===== src/rtl/seq_pkg.sv =====
// ============================================================================
//  Module   : seq_pkg
//  Brief    : Shared event/frame types for the sequencer UART event path.
//  Revision : 1.0 - initial release
// ============================================================================
`default_nettype none

package seq_pkg;

    // One queued key event: rotary pitch in the high nibble, key index low.
    typedef struct packed {
        logic [3:0] pitch;
        logic [3:0] step;
    } seq_event_t;

    typedef enum logic [2:0] {
        IDLE = 3'd0,
        SYNC = 3'd1,
        DATA = 3'd2,
        CSUM = 3'd3,
        GAP  = 3'd4
    } frame_state_t;

    // Frame header byte; the host-side decoder keys on the same value.
    localparam logic [7:0] SEQ_SYNC_BYTE = 8'hA5;

    // Checksum byte closing a frame.
    function automatic logic [7:0] frame_checksum(input logic [7:0] sync_byte,
                                                  input seq_event_t ev);
        return sync_byte ^ ev;
    endfunction

endpackage

`default_nettype wire


===== src/rtl/sync_fifo.sv =====
// ============================================================================
//  Module   : sync_fifo
//  Brief    : Single-clock FIFO, first-word fall-through read, pointer-wrap
//             full/empty detection using an extra pointer MSB.
//  Revision : 1.0 - initial release
// ============================================================================
`default_nettype none

module sync_fifo #(
    parameter int WIDTH = 8,
    parameter int DEPTH = 4
) (
    input  logic                     clk,
    input  logic                     rst,
    input  logic                     push,
    input  logic                     pop,
    input  logic [WIDTH-1:0]         wr_data,
    output logic [WIDTH-1:0]         rd_data,
    output logic                     full,
    output logic                     empty,
    output logic [$clog2(DEPTH):0]   level
);

    localparam int c_ADDR_W = $clog2(DEPTH);

    logic [WIDTH-1:0]  r_mem [DEPTH];
    logic [c_ADDR_W:0] r_wr_ptr;
    logic [c_ADDR_W:0] r_rd_ptr;
    logic              w_do_push;
    logic              w_do_pop;

    // A push into a full FIFO is allowed when a pop frees the slot this cycle.
    assign w_do_pop  = pop & ~empty;
    assign w_do_push = push & (~full | w_do_pop);

    assign empty   = (r_wr_ptr == r_rd_ptr);
    assign full    = (r_wr_ptr[c_ADDR_W] != r_rd_ptr[c_ADDR_W]) &&
                     (r_wr_ptr[c_ADDR_W-1:0] == r_rd_ptr[c_ADDR_W-1:0]);
    assign level   = r_wr_ptr - r_rd_ptr;
    assign rd_data = r_mem[r_rd_ptr[c_ADDR_W-1:0]];

    // Pointer advance on push/pop.
    always_ff @(posedge clk) begin
        if (rst) begin
            r_wr_ptr <= '0;
            r_rd_ptr <= '0;
        end else begin
            if (w_do_push) r_wr_ptr <= r_wr_ptr + 1'b1;
            if (w_do_pop)  r_rd_ptr <= r_rd_ptr + 1'b1;
        end
    end

    // Storage write; contents need no reset since empty gates every read.
    always_ff @(posedge clk) begin
        if (w_do_push) r_mem[r_wr_ptr[c_ADDR_W-1:0]] <= wr_data;
    end

endmodule

`default_nettype wire


===== src/rtl/uart_event_framer.sv =====
// ============================================================================
//  Module   : uart_event_framer
//  Brief    : Turns each debounced key press into one 3-byte UART frame
//             (SYNC, {pitch,index}, checksum) through a small event queue.
//  Revision : 1.0 - initial release
// ============================================================================
`default_nettype none

module uart_event_framer
    import seq_pkg::*;
#(
    parameter int         FIFO_DEPTH     = 4,
    parameter int         HOLDOFF_CYCLES = 120_000,
    parameter logic [7:0] SYNC_BYTE      = SEQ_SYNC_BYTE
) (
    input  logic                          clk,
    input  logic                          rst,
    input  logic                          button_pressed,
    input  logic [3:0]                    button_index,
    input  logic [3:0]                    rotary_position,
    input  logic                          tx_ready,
    output logic [7:0]                    tx_data,
    output logic                          tx_valid,
    output logic                          busy,
    output logic [$clog2(FIFO_DEPTH):0]   fifo_level,
    output logic [7:0]                    overflow_count
);

    localparam int c_HO_W = (HOLDOFF_CYCLES > 1) ? $clog2(HOLDOFF_CYCLES) : 1;
    localparam logic [c_HO_W-1:0] c_HO_LOAD = c_HO_W'(HOLDOFF_CYCLES - 1);

    logic              r_prev;
    logic [c_HO_W-1:0] r_holdoff;
    logic [7:0]        r_ovf;
    logic              w_rise;
    logic              w_accept;
    logic              w_push;
    logic              w_pop;
    logic              w_fifo_full;
    logic              w_fifo_empty;
    logic              w_hs;
    seq_event_t        w_wr_event;
    seq_event_t        w_rd_event;
    seq_event_t        r_payload;
    frame_state_t      r_state;
    frame_state_t      w_state_nxt;
    frame_state_t      r_ret;
    frame_state_t      w_ret_nxt;
    logic              r_tx_valid;
    logic [7:0]        r_tx_data;
    logic              w_tx_valid_nxt;
    logic [7:0]        w_tx_data_nxt;

    assign w_rise     = button_pressed & ~r_prev;
    assign w_accept   = w_rise & (r_holdoff == '0);
    assign w_push     = w_accept & (~w_fifo_full | w_pop);
    assign w_wr_event = '{pitch: rotary_position, step: button_index};
    assign w_hs       = r_tx_valid & tx_ready;

    sync_fifo #(
        .WIDTH (8),
        .DEPTH (FIFO_DEPTH)
    ) u_fifo (
        .clk     (clk),
        .rst     (rst),
        .push    (w_push),
        .pop     (w_pop),
        .wr_data (w_wr_event),
        .rd_data (w_rd_event),
        .full    (w_fifo_full),
        .empty   (w_fifo_empty),
        .level   (fifo_level)
    );

    // Edge detect and post-edge holdoff window that swallows contact bounce.
    always_ff @(posedge clk) begin
        if (rst) begin
            r_prev    <= 1'b0;
            r_holdoff <= '0;
        end else begin
            r_prev <= button_pressed;
            if (w_accept)              r_holdoff <= c_HO_LOAD;
            else if (r_holdoff != '0)  r_holdoff <= r_holdoff - 1'b1;
        end
    end

    // Saturating count of accepted events lost to a full queue.
    always_ff @(posedge clk) begin
        if (rst)                                                   r_ovf <= 8'd0;
        else if (w_accept && w_fifo_full && !w_pop && r_ovf != 8'hFF) r_ovf <= r_ovf + 8'd1;
    end

    // Frame sequencing; tx outputs are precomputed from the next state so they are registered.
    always_comb begin
        w_state_nxt    = r_state;
        w_ret_nxt      = r_ret;
        w_pop          = 1'b0;
        w_tx_valid_nxt = 1'b0;
        w_tx_data_nxt  = r_tx_data;
        case (r_state)
            IDLE: if (!w_fifo_empty) begin w_pop = 1'b1; w_state_nxt = SYNC; end
            SYNC: if (w_hs) begin w_state_nxt = GAP; w_ret_nxt = DATA; end
            DATA: if (w_hs) begin w_state_nxt = GAP; w_ret_nxt = CSUM; end
            CSUM: if (w_hs) begin w_state_nxt = GAP; w_ret_nxt = IDLE; end
            GAP:  w_state_nxt = r_ret;
            default: w_state_nxt = IDLE;
        endcase
        case (w_state_nxt)
            SYNC: begin w_tx_valid_nxt = 1'b1; w_tx_data_nxt = SYNC_BYTE; end
            DATA: begin w_tx_valid_nxt = 1'b1; w_tx_data_nxt = r_payload; end
            CSUM: begin w_tx_valid_nxt = 1'b1; w_tx_data_nxt = frame_checksum(SYNC_BYTE, r_payload); end
            default: ;
        endcase
    end

    // FSM, payload and registered tx outputs.
    always_ff @(posedge clk) begin
        if (rst) begin
            r_state    <= IDLE;
            r_ret      <= IDLE;
            r_tx_valid <= 1'b0;
            r_tx_data  <= 8'd0;
            r_payload  <= '0;
        end else begin
            r_state    <= w_state_nxt;
            r_ret      <= w_ret_nxt;
            r_tx_valid <= w_tx_valid_nxt;
            r_tx_data  <= w_tx_data_nxt;
            if (w_pop) r_payload <= w_rd_event;
        end
    end

    assign tx_valid       = r_tx_valid;
    assign tx_data        = r_tx_data;
    assign overflow_count = r_ovf;
    assign busy           = (r_state != IDLE) | (fifo_level != '0);

endmodule

`default_nettype wire


===== config.mk =====
export PLATFORM = sky130hd
export DESIGN_NAME = uart_event_framer
export DESIGN_NICKNAME = d
export VERILOG_FILES = /design/src/rtl/seq_pkg.sv /design/src/rtl/sync_fifo.sv /design/src/rtl/uart_event_framer.sv
export SDC_FILE = /design/constraint.sdc
export NUM_CORES = 1
export LEC_CHECK = 0
export ABC_AREA = 1
export BUFFER_PORTS_ARGS = -buffer_cell sky130_fd_sc_hd__clkbuf_2
export CAP_MARGIN = 0
export CORE_UTILIZATION = 52
export DETAILED_ROUTE_END_ITERATION = 7
export GPL_TIMING_DRIVEN = 0
export PLACE_DENSITY = 0.71
export SYNTH_ARGS = -nofsm -noshare
export SYNTH_HDL_FRONTEND = slang
export SYNTH_SLANG_ARGS = --single-unit

===== constraint.sdc =====
create_clock -name clk -period 4 [get_ports clk]
set_input_delay 0.6 -clock clk [delete_from_list [all_inputs] [get_ports clk]]
set_output_delay 0.6 -clock clk [all_outputs]
set_load 0.005 [all_outputs]

==> summary.txt <==
Drt
  – First-pass detailed-route iteration total: 4
  – Wire per inst: 12.75 um
  – DR vias: 3044
  – ANT nets after route: 0
  – Drt total wl: 7.727 mm
  – Initial DRC count: 117
  – Via/cell ratio: 5.023
  – DR DRC count: 0

Placement
  – DP Cell Count: 590
  – Setup WS pre-CTS: 1270 ps
  – HPWL after DPL: 5.716 mm
  – Buffers on Ports: 31
  – Final Wtd Congestion: 0.8429

Power and ir drop
  – Pwr/cell area: 724.1 nW/um^2
  – Leakage: 1.887 nW
  – Maximum VDD drop: 345.8 uV

Floorplan
  – Die area: 7917 um^2
  – Total core area: 7292 um^2
  – Starting Density: 0.5395
  – Die Ht: 88.98 um
  – Cell Rows: 31
  – # IOs: 33
  – Die X: 88.98 um

Worst setup path
  – CP max FO: 10
  – CP required: 3990 ps
  – Worst setup EP type: flop
  – Crit path kind: reg2reg
  – Crit path DAT: 2650 ps
  – Startpoint type of the worst setup path: flop

Global route
  – First-pass GRT wire length: 13.01 mm
  – Total gr overflow: 0
  – Largest net degree at the start of global routing: 18
  – Initial antenna violation count: 0
  – Vias in the first global route: 2832
  – Tot GR Track Use: 0.2176

STA
  – Setup TNS: 0 ps
  – Unrepaired setup endpoints after global routing: false
  – Post-route setup slack: 1344 ps
  – Slew headroom: 0.4837
  – Final Critical Period: 2656 ps
  – Pins Over Slew Limit: 0
  – Hold Vio Cnt, Final: 0
  – Fmax: 376.4 MHz
  – Worst-Margin Slew: 771.6 ps
  – Final count of negative-setup-slack endpoints: 0
  – Period utilization: 0.6641
  – Final Skew: 9.355 ps

Final layout
  – Final #Nets: 525
  – Area grow syn2layout: 11.80%
  – Commonest non-fill, non-tap cell in the layout: nand2_1
  – Layout Utilization: 0.6031
  – Final cell count without fillers: 606
  – Most frequent cells in the layout: nand2_1, nor2_1, dfxtp_1
  – Layout cells sized above 1: 0.1578
  – Ant diodes: 0

Logic synthesis
  – Cells after Synth: 460
  – Syn avg cell area: 8.552 um^2
  – Leading area contributor after synthesis: dfxtp_1
  – Seq/Total Area, Yosys: 0.5191
  – Flops & latches, synth: 86
  – Net Count, Synth: 483
  – Share of the synthesized area in the top cell type: 0.2748
  – EDFF count, synth: 32
  – Synth unique cells: 36
  – Synthesized area: 3934 um^2
  – Synth Warn #: 0
  – Top cells by area, synth: dfxtp_1, edfxtp_1, nand2_1
  – Ys async rst share: 0
  – Post-synth top flop: dfxtp_1

Clock tree
  – Number of post-CTS setup repair buffers: 0
  – Post-cts gate resize count: 0
  – CTS tree: done
  – CTS Hold Buffers Added: 0
  – Clk Tree Root Cell: clkbuf_8
  – Maximum clock insertion buffer count: 2
  – Clk_lat worst skew: 360 ps
  – Sink Count: 86
  – CTS Buf Count: 9
  – H-tree Lvls: 3
  – CTS clk-pin slew, worst paths: 100 ps

Outcome
  – Status: finished, final reports clean

Run
  – Max-cap violations: 0

Hold path
  – Hold WC Path Type: in2reg
[stage by stage]
step	area (um^2)	power (mW)	hold WS (ps)
after floorplan	3934	2.289	442.2
after global placement	4213	2.587	448.7
after detailed placement	4213	2.625	458.6
after CTS	4398	3.210	443.1
after global routing	4398	3.463	447.5
final	4398	3.185	448.6
[critical path: stages, from the launching register on]
cell      delay (ps)
dfxtp_1          380
buf_2            220
clkinv_1         300
ha_1             380
nand2_1          100
inv_1             60
nand3_2          130
nand2_4          110
nor2_1           600
[registers in the layout, summed over array words and instances (netlist names)]
register,flops
r_holdoff,17
r_state,3
u_fifo.r_wr_ptr,3
tx_valid,1
tx_data,8
overflow_count,8
u_fifo.r_mem,32
r_prev,1
u_fifo.r_rd_ptr,3
r_ret,2
r_payload,8
[final timing paths]
| kind | to | cells past startpoint | startpoint | slack [ps] |
|---|---|---|---|---|
| hold reg to reg | tx_data[4] | 2 | tx_data[4] | 470 |
| setup / recovery | u_fifo.r_mem[1][0] | 8 | u_fifo.r_rd_ptr[1] | 1340 |
| hold / removal | u_fifo.r_mem[1][2] | 1 | button_index[2] | 450 |
| setup reg to reg | u_fifo.r_mem[1][0] | 8 | u_fifo.r_rd_ptr[1] | 1340 |
[cell families (layout without fill, tap and decap cells)]
family | Yosys count | after routing | synth area share
adders and majority gates | 11 | 11 | 0.03690
DFF | 86 | 86 | 0.5191
buffers and inverters | 66 | 113 | 0.06425
xor gates and xnor gates | 10 | 10 | 0.02227
and+or+nand+nor | 206 | 206 | 0.2475
AOI/OAI and AO/OA | 81 | 81 | 0.1100
[layout make-up]
type | instances | area, um^2
Sequential cell | 86 | 2042
Clock buffer | 9 | 123.9
Fill cell | 675 | 2894
Multi-Input combinational cell | 308 | 1639
Buffer | 10 | 42.54
Clock inverter | 7 | 61.31
Tap cell | 99 | 123.9
Timing Repair Buffer | 31 | 155.1
Inverter | 56 | 210.2
[power by group]
group	switching [mW]	internal, mW
Sequential	0.120	1.08
Clock	0.343	0.239
Combinational	0.908	0.497
Total	1.37	1.81
[synthesized netlist by cell type, types with 2 or more instances]
library cell	n
nand2_1	79
nor2_1	75
dfxtp_1	54
inv_1	52
o21ai_0	38
edfxtp_1	32
a21oi_1	25
nand3_1	12
ha_1	10
nor3_1	8
xor2_1	8
a31oi_1	7
nand4_1	6
nor2_2	6
clkbuf_1	5
nand2_2	5
buf_2	4
nor2_4	4
o22ai_1	4
inv_2	3
nand2_4	3
nor2_8	3
o21ai_1	3
xnor2_1	2
[per-layer routing]
metal	track usage	share of wire
met4	0.08225	0.011
met3	0.03047	0.049
met1	0.2953	0.47
met2	0.3573	0.47
met5	0	0
No activity file was read; power rests on OpenSTA's default activity.
